<file path="src/rtl/psram_word_bridge.sv">
// psram_word_bridge: splits 32-bit CPU PSRAM word accesses into two sequential
// 16-bit half-word request/acknowledge accesses (low half at the even address
// first) and reassembles read data. All outputs are registered.
// Optional feature macro: PSRAM_BRIDGE_TIMEOUT_EN adds a per-half ack timeout
// that aborts the access, returns 32'hDEADBEEF on reads and sets sticky err.
module psram_word_bridge #(
    parameter int TIMEOUT_CYCLES = 1023
) (
    input  logic        clk,
    input  logic        reset,
    input  logic        word_rd,
    input  logic        word_wr,
    input  logic [21:0] word_addr,
    input  logic [31:0] word_wdata,
    output logic [31:0] word_rdata,
    output logic        word_busy,
    output logic        hw_req,
    output logic        hw_we,
    output logic [22:0] hw_addr,
    output logic [15:0] hw_wdata,
    input  logic [15:0] hw_rdata,
    input  logic        hw_ack,
    output logic        err,
    input  logic        err_clr
);

    localparam logic [11:0] TO_LIMIT = 12'(TIMEOUT_CYCLES);

    typedef enum logic [1:0] {ST_IDLE, ST_LO, ST_GAP, ST_HI} state_t;

    state_t      r_state;
    state_t      w_state_nxt;
    logic [21:0] r_addr;
    logic [31:0] r_wdata;
    logic [15:0] r_lo;
    logic [21:0] w_addr_nxt;
    logic [31:0] w_wdata_nxt;
    logic [15:0] w_lo_nxt;
    logic        w_busy_nxt;
    logic        w_req_nxt;
    logic        w_we_nxt;
    logic [22:0] w_hw_addr_nxt;
    logic [15:0] w_hw_wdata_nxt;
    logic [31:0] w_rdata_nxt;
    logic        w_timeout;

`ifdef PSRAM_BRIDGE_TIMEOUT_EN
    logic [11:0] r_cnt;
    logic        r_err;

    assign w_timeout = ((r_state == ST_LO) || (r_state == ST_HI)) && !hw_ack && (r_cnt == TO_LIMIT);
    assign err       = r_err;

    // Wait counter: cleared whenever a new half request is issued, counts while waiting for ack.
    always_ff @(posedge clk or posedge reset) begin
        if (reset) begin
            r_cnt <= 12'd0;
        end else if (w_state_nxt != r_state) begin
            r_cnt <= 12'd0;
        end else if ((r_state == ST_LO) || (r_state == ST_HI)) begin
            r_cnt <= r_cnt + 12'd1;
        end
    end

    // Sticky error flag: a timeout wins over a simultaneous clear.
    always_ff @(posedge clk or posedge reset) begin
        if (reset) begin
            r_err <= 1'b0;
        end else if (w_timeout) begin
            r_err <= 1'b1;
        end else if (err_clr) begin
            r_err <= 1'b0;
        end
    end
`else
    logic w_unused;

    assign w_timeout = 1'b0;
    assign err       = 1'b0;
    assign w_unused  = &{1'b0, err_clr, TO_LIMIT};
`endif

    // Next-state and next-output decode for the IDLE/LO/GAP/HI sequencer.
    always_comb begin
        w_state_nxt    = r_state;
        w_addr_nxt     = r_addr;
        w_wdata_nxt    = r_wdata;
        w_lo_nxt       = r_lo;
        w_busy_nxt     = word_busy;
        w_req_nxt      = hw_req;
        w_we_nxt       = hw_we;
        w_hw_addr_nxt  = hw_addr;
        w_hw_wdata_nxt = hw_wdata;
        w_rdata_nxt    = word_rdata;
        case (r_state)
            ST_IDLE: begin
                if (word_wr || word_rd) begin
                    w_state_nxt    = ST_LO;
                    w_addr_nxt     = word_addr;
                    w_wdata_nxt    = word_wdata;
                    w_we_nxt       = word_wr;
                    w_busy_nxt     = 1'b1;
                    w_req_nxt      = 1'b1;
                    w_hw_addr_nxt  = {word_addr, 1'b0};
                    w_hw_wdata_nxt = word_wdata[15:0];
                end else begin
                    w_state_nxt = ST_IDLE;
                end
            end
            ST_LO: begin
                if (w_timeout) begin
                    w_state_nxt = ST_IDLE;
                    w_req_nxt   = 1'b0;
                    w_busy_nxt  = 1'b0;
                    w_rdata_nxt = hw_we ? word_rdata : 32'hDEAD_BEEF;
                end else if (hw_ack) begin
                    w_state_nxt = ST_GAP;
                    w_req_nxt   = 1'b0;
                    w_lo_nxt    = hw_we ? r_lo : hw_rdata;
                end else begin
                    w_state_nxt = ST_LO;
                end
            end
            ST_GAP: begin
                w_state_nxt    = ST_HI;
                w_req_nxt      = 1'b1;
                w_hw_addr_nxt  = {r_addr, 1'b1};
                w_hw_wdata_nxt = r_wdata[31:16];
            end
            ST_HI: begin
                if (w_timeout) begin
                    w_state_nxt = ST_IDLE;
                    w_req_nxt   = 1'b0;
                    w_busy_nxt  = 1'b0;
                    w_rdata_nxt = hw_we ? word_rdata : 32'hDEAD_BEEF;
                end else if (hw_ack) begin
                    w_state_nxt = ST_IDLE;
                    w_req_nxt   = 1'b0;
                    w_busy_nxt  = 1'b0;
                    w_rdata_nxt = hw_we ? word_rdata : {hw_rdata, r_lo};
                end else begin
                    w_state_nxt = ST_HI;
                end
            end
            default: begin
                w_state_nxt = ST_IDLE;
                w_req_nxt   = 1'b0;
                w_busy_nxt  = 1'b0;
            end
        endcase
    end

    // State register plus latched transaction context.
    always_ff @(posedge clk or posedge reset) begin
        if (reset) begin
            r_state <= ST_IDLE;
            r_addr  <= 22'd0;
            r_wdata <= 32'd0;
            r_lo    <= 16'd0;
        end else begin
            r_state <= w_state_nxt;
            r_addr  <= w_addr_nxt;
            r_wdata <= w_wdata_nxt;
            r_lo    <= w_lo_nxt;
        end
    end

    // Registered outputs; asynchronous reset drops the request immediately.
    always_ff @(posedge clk or posedge reset) begin
        if (reset) begin
            word_busy  <= 1'b0;
            word_rdata <= 32'd0;
            hw_req     <= 1'b0;
            hw_we      <= 1'b0;
            hw_addr    <= 23'd0;
            hw_wdata   <= 16'd0;
        end else begin
            word_busy  <= w_busy_nxt;
            word_rdata <= w_rdata_nxt;
            hw_req     <= w_req_nxt;
            hw_we      <= w_we_nxt;
            hw_addr    <= w_hw_addr_nxt;
            hw_wdata   <= w_hw_wdata_nxt;
        end
    end

endmodule
</file>
<file path="config.mk">
export PLATFORM = sky130hd
export DESIGN_NAME = psram_word_bridge
export DESIGN_NICKNAME = d
export VERILOG_FILES = /design/src/rtl/psram_word_bridge.sv
export SDC_FILE = /design/constraint.sdc
export NUM_CORES = 1
export LEC_CHECK = 0
export BUFFER_PORTS_ARGS = -buffer_cell sky130_fd_sc_hd__buf_4
export CAP_MARGIN = 25
export CELL_PAD_IN_SITES_DETAIL_PLACEMENT = 1
export CELL_PAD_IN_SITES_GLOBAL_PLACEMENT = 2
export CORE_ASPECT_RATIO = 0.8
export CORE_MARGIN = 8
export CORE_UTILIZATION = 38
export CTS_CLUSTER_SIZE = 25
export DETAILED_ROUTE_END_ITERATION = 12
export GPL_TIMING_DRIVEN = 0
export PLACE_DENSITY = 0.93
export SYNTH_ARGS = -nofsm -noshare
export SYNTH_HDL_FRONTEND = slang
export SYNTH_SLANG_ARGS = --single-unit
export TNS_END_PERCENT = 10
</file>
<file path="constraint.sdc">
create_clock -name clk -period 6.9 [get_ports clk]
set_clock_uncertainty 0.05 [all_clocks]
set_input_delay 0.345 -clock clk [delete_from_list [all_inputs] [get_ports clk]]
set_output_delay 0.345 -clock clk [all_outputs]
set_load 0.01 [all_outputs]
</file>
* Word-level counts from Yosys, hierarchy flattened
Index checks and enable logic that the tools add are counted.
Word-level totals: register bits after elaboration 146, output and inout bits 75, logic and storage cells 40
Operators by class: equal/unequal tests 6, multiplexer cells 12, bitwise operators 1, reductions and logical operators 11
Operators with widths (number):
- one-hot mux 23 bit (2 select lines) | 1
- one-hot mux 16 bit (2 select lines) | 1
- two-way mux 23 bit | 1
- two-way mux 16 bit | 1
- AND reduction 3 bit | 3
- one-hot mux 2 bit (4 select lines) | 1
- AND reduction 2 bit | 3
- == test 2 bit (second input constant) | 2
- two-way mux 2 bit | 2
- inequality test 2 bit (second input constant) | 2
- nonzero test 2 bit | 2
- two-way mux 1 bit | 3
- one-hot mux 1 bit (3 select lines) | 1
- == test 2 x 1 -> 1 bit (second input constant) | 1
- logical NOT 2 bit | 1
- inequality test 2 x 1 -> 1 bit (second input constant) | 1
- one-hot mux 1 bit (2 select lines) | 1
- OR reduction 2 bit | 1
- logical OR 1 bit | 1
- inverter 1 bit | 1

* Logic depth before layout (Yosys ltp)
depth in word-level cells 4, gate-level depth with buffers 6, mapped depth without buffers 3

* Least setup slack after synthesis
OpenSTA, ideal clock, no wires.
kind register to register, from register r_state[1], to register r_addr[0], arrival 1356 ps, setup slack 5369 ps, cell stages (with the launch flop) 5, period minus slack after synthesis 1531 ps, cell sequence dfrtp_1 buf_4 nor3_2 buf_2 mux2_2
Between the ends: word-level cells in the longest chain between the ends 2
Ends and longest elaborated chain:
- from (decl) | RTL line 31 | state_t r_state;
- from (signal assigned) | RTL line 161 | r_state <= w_state_nxt;
- logical NOT 2 bit | RTL line 95 | case (r_state)
- AND reduction 2 bit (no line)
- to (signal assigned) | RTL line 162 | r_addr <= w_addr_nxt;
- to (decl) | RTL line 33 | logic [21:0] r_addr;
Every way passes these cells. A chain may end at the register's enable or synchronous reset.

* Final worst setup path
from register r_state[1], to register r_addr[13]
The elaborated chain is that of the path after synthesis.

==> impl_metrics.json <==
{
  "worst_ep_arrival_time_ns": 2.05,
  "post_cts_buffers": 0,
  "min_period_ns": 1.81,
  "hold_buffers": 1,
  "hpwlAfterDp_um": 10300,
  "crit_fanout": 10,
  "ff2ff_path_depth": 4,
  "ys.flop_type": "dfrtp_1",
  "switching_share_pct": 29.7,
  "cts_tree": "done",
  "gp_congestion": 0.755,
  "ys_seq_elements": 130,
  "cts_resized": 0,
  "first_global_vias": 4089,
  "synth-edff-count": 0,
  "fin_crit_sh_pct": 26.3,
  "root_buffer": "clkbuf_16",
  "cts_buffer_depth": 2,
  "fin_tns_setup_ns": 0,
  "io-pin-count": 151,
  "power_frac_clock_pct": 25.1,
  "grt_use_total_pct": 16.2,
  "die_area_um2": 17800,
  "start_util_pct": 38.8,
  "fin_nets": 582,
  "hp-class": "input pin to flip-flop",
  "crit_required_ns": 7.14,
  "grt_pass1_wl_um": 22600,
  "cp-end-kind": "flip-flop",
  "internal-power_mw": 2.40,
  "cts.clk_slew.worst_paths_ns": 0.06,
  "tightestPinTransition_ns": 0.543,
  "r2r_start": "r_state[1]$_DFF_PP0_",
  "synth.top_cells.by_area": "dfrtp_1 (62%), mux2_2 (12%), mux2_4 (8.6%), a221o_1 (7.3%), and2_1 (4.3%)",
  "h-tree-depth": 4,
  "rows": 38,
  "core_region_area_um2": 13500,
  "antenna_cells": 0,
  "p_per_area_nw_per_um2": 476,
  "pre_cts_slack_ns": 5.06,
  "wl_per_cell_um": 19.9,
  "synth-seq-area-share_pct": 62.1,
  "whs_path_depth": 2,
  "vdd_drop_max_uv": 221,
  "fp.dieW_um": 147,
  "hold_violations": 0,
  "cts.sinks": 130,
  "drt-initial-drc-count": 139,
  "critPathKind": "flip-flop to flip-flop",
  "drive_gt1_share_pct": 54.9,
  "synthArstFlopShare_pct": 100,
  "syn_inst": 337,
  "ant_nets": 0,
  "cp-startpoint": "r_state[1]$_DFF_PP0_",
  "status": "finished clean",
  "syn2layout_area_growth_pct": 37.1,
  "synth_top_area_share_pct": 62.1,
  "relSlewSlack_pct": 63.8,
  "setup_viol_count_final": 0,
  "p_sw_mw": 1.01,
  "post-route-drc-count": 0,
  "numCtsBuffers": 17,
  "slew_viol_final": 0,
  "setup_ws_ns": 5.09,
  "dr.pass1.iters": 4,
  "viasPerCell": 4.95,
  "die_y_um": 121,
  "grt_setup_unrepaired": "false",
  "antenna_found_initial": 0,
  "grt_max_degree": 74,
  "hold_start": "word_wdata[28]",
  "seqPwrFrac_pct": 39.9,
  "portBuffers": 148,
  "yosys_warnings": 0,
  "start_kind": "flip-flop",
  "power_leakage_nw": 3.48,
  "max_cap_viol_count": 0,
  "yosysUniqueCellTypes": 26,
  "grt_overflow": 0,
  "fmax_ghz": 0.552,
  "clk_latency_ns": 0.41,
  "netlist.top_cell.by_area": "dfrtp_1",
  "synth_common_cells": "dfrtp_1 (130), mux2_2 (54), a221o_1 (38)",
  "syn-num-nets": 413,
  "avgSynthCellArea_um2": 15.5,
  "wirelength_um": 13900,
  "post_synth_instance_area_um2": 5240,
  "p_comb_share_pct": 35.1,
  "synth.most_common_cell": "dfrtp_1",
  "via_count": 3457
}
[per-stage QoR]
stage	instance area, µm²	utilization [%]	power, mW	hold WS (ns)	std cells
2_1_floorplan	5240	-	2.01	0.399	337
3_3_place_gp	6570	48.7	2.51	0.412	665
3_5_place_dp	6610	48.9	2.59	0.387	666
4_1_cts	7180	53.2	3.47	0.0798	699
5_1_grt	7180	53.2	3.62	0.0852	699
6_report	7180	53.2	3.41	0.105	699
[metal layers]
metal,share of wire (%),vias to the layer above,GRT usage [%]
li1,-,1553,-
met1,42,1769,19.3
met2,47,119,25.1
met3,9.5,16,7.90
met4,1.2,0,5.72
met5,0,-,0
[final timing paths]
path | to | slack [ns]
setup / recovery | r_addr[13]$_DFFE_PP0P_ | 5.09
hold / removal | r_wdata[28]$_DFFE_PP0P_ | 0.11
setup reg to reg | r_addr[13]$_DFFE_PP0P_ | 5.09
hold reg to reg | r_wdata[28]$_DFFE_PP0P_ | 0.44
max in group asynchronous | r_addr[15]$_DFFE_PP0P_ | 5.56
min in group asynchronous | word_rdata[22]$_DFFE_PP0P_ | 0.50
[area by class of cell]
class                      count  area [µm²]
timing repair buffer         150        1150
multi-input combinational    180        1820
fill                        1354        6320
clock inverter                12         115
clock buffer                  20         447
sequential                   130        3250
inverter                       3        16.3
tap                          180         225
buffer                        24         155
[logic make-up after synthesis]
| family | share of synthesized area, % |
|---|---|
| compound gates | 7.98 |
| xor+xnor | 0.167 |
| buf+inv | 3.18 |
| flops | 62.1 |
| mux | 20.6 |
| other cells | 0.0716 |
| simple gates | 5.85 |
[power groups by stage]
stage	logic, mW	registers (mW)	clock network (mW)
final	1.20	1.36	0.856
after floorplan	0.603	1.41	0
after global routing	1.30	1.41	0.913
after detailed placement	1.22	1.37	0
after global placement	1.17	1.34	0
after CTS	1.23	1.36	0.878
[cells in the final DEF (no fill, tap or decap), types with 3 or more instances in the layout]
cell | Yosys | routed
clkbuf_16 | 0 | 17
and2_1 | 36 | 36
clkinv_2 | 0 | 8
nand2_1 | 3 | 3
buf_2 | 7 | 7
mux2_4 | 30 | 30
mux2_2 | 54 | 54
buf_4 | 7 | 155
clkbuf_1 | 6 | 8
buf_6 | 4 | 4
a221o_1 | 38 | 38
dfrtp_1 | 130 | 130
[flip-flops by register name (all words and copies together), names as in the netlist]
register	flops
hw_addr	23
hw_req	1
hw_wdata	16
hw_we	1
r_addr	22
r_lo	16
r_state	2
r_wdata	16
word_busy	1
word_rdata	32
[worst max-delay path: stages, from the launching register on]
cell and delay [ns]:
dfrtp_1 0.36, buf_4 0.16, nor3_2 0.38, buf_2 0.36, mux2_2 0.37
No activity file was read; power rests on OpenSTA's default activity.
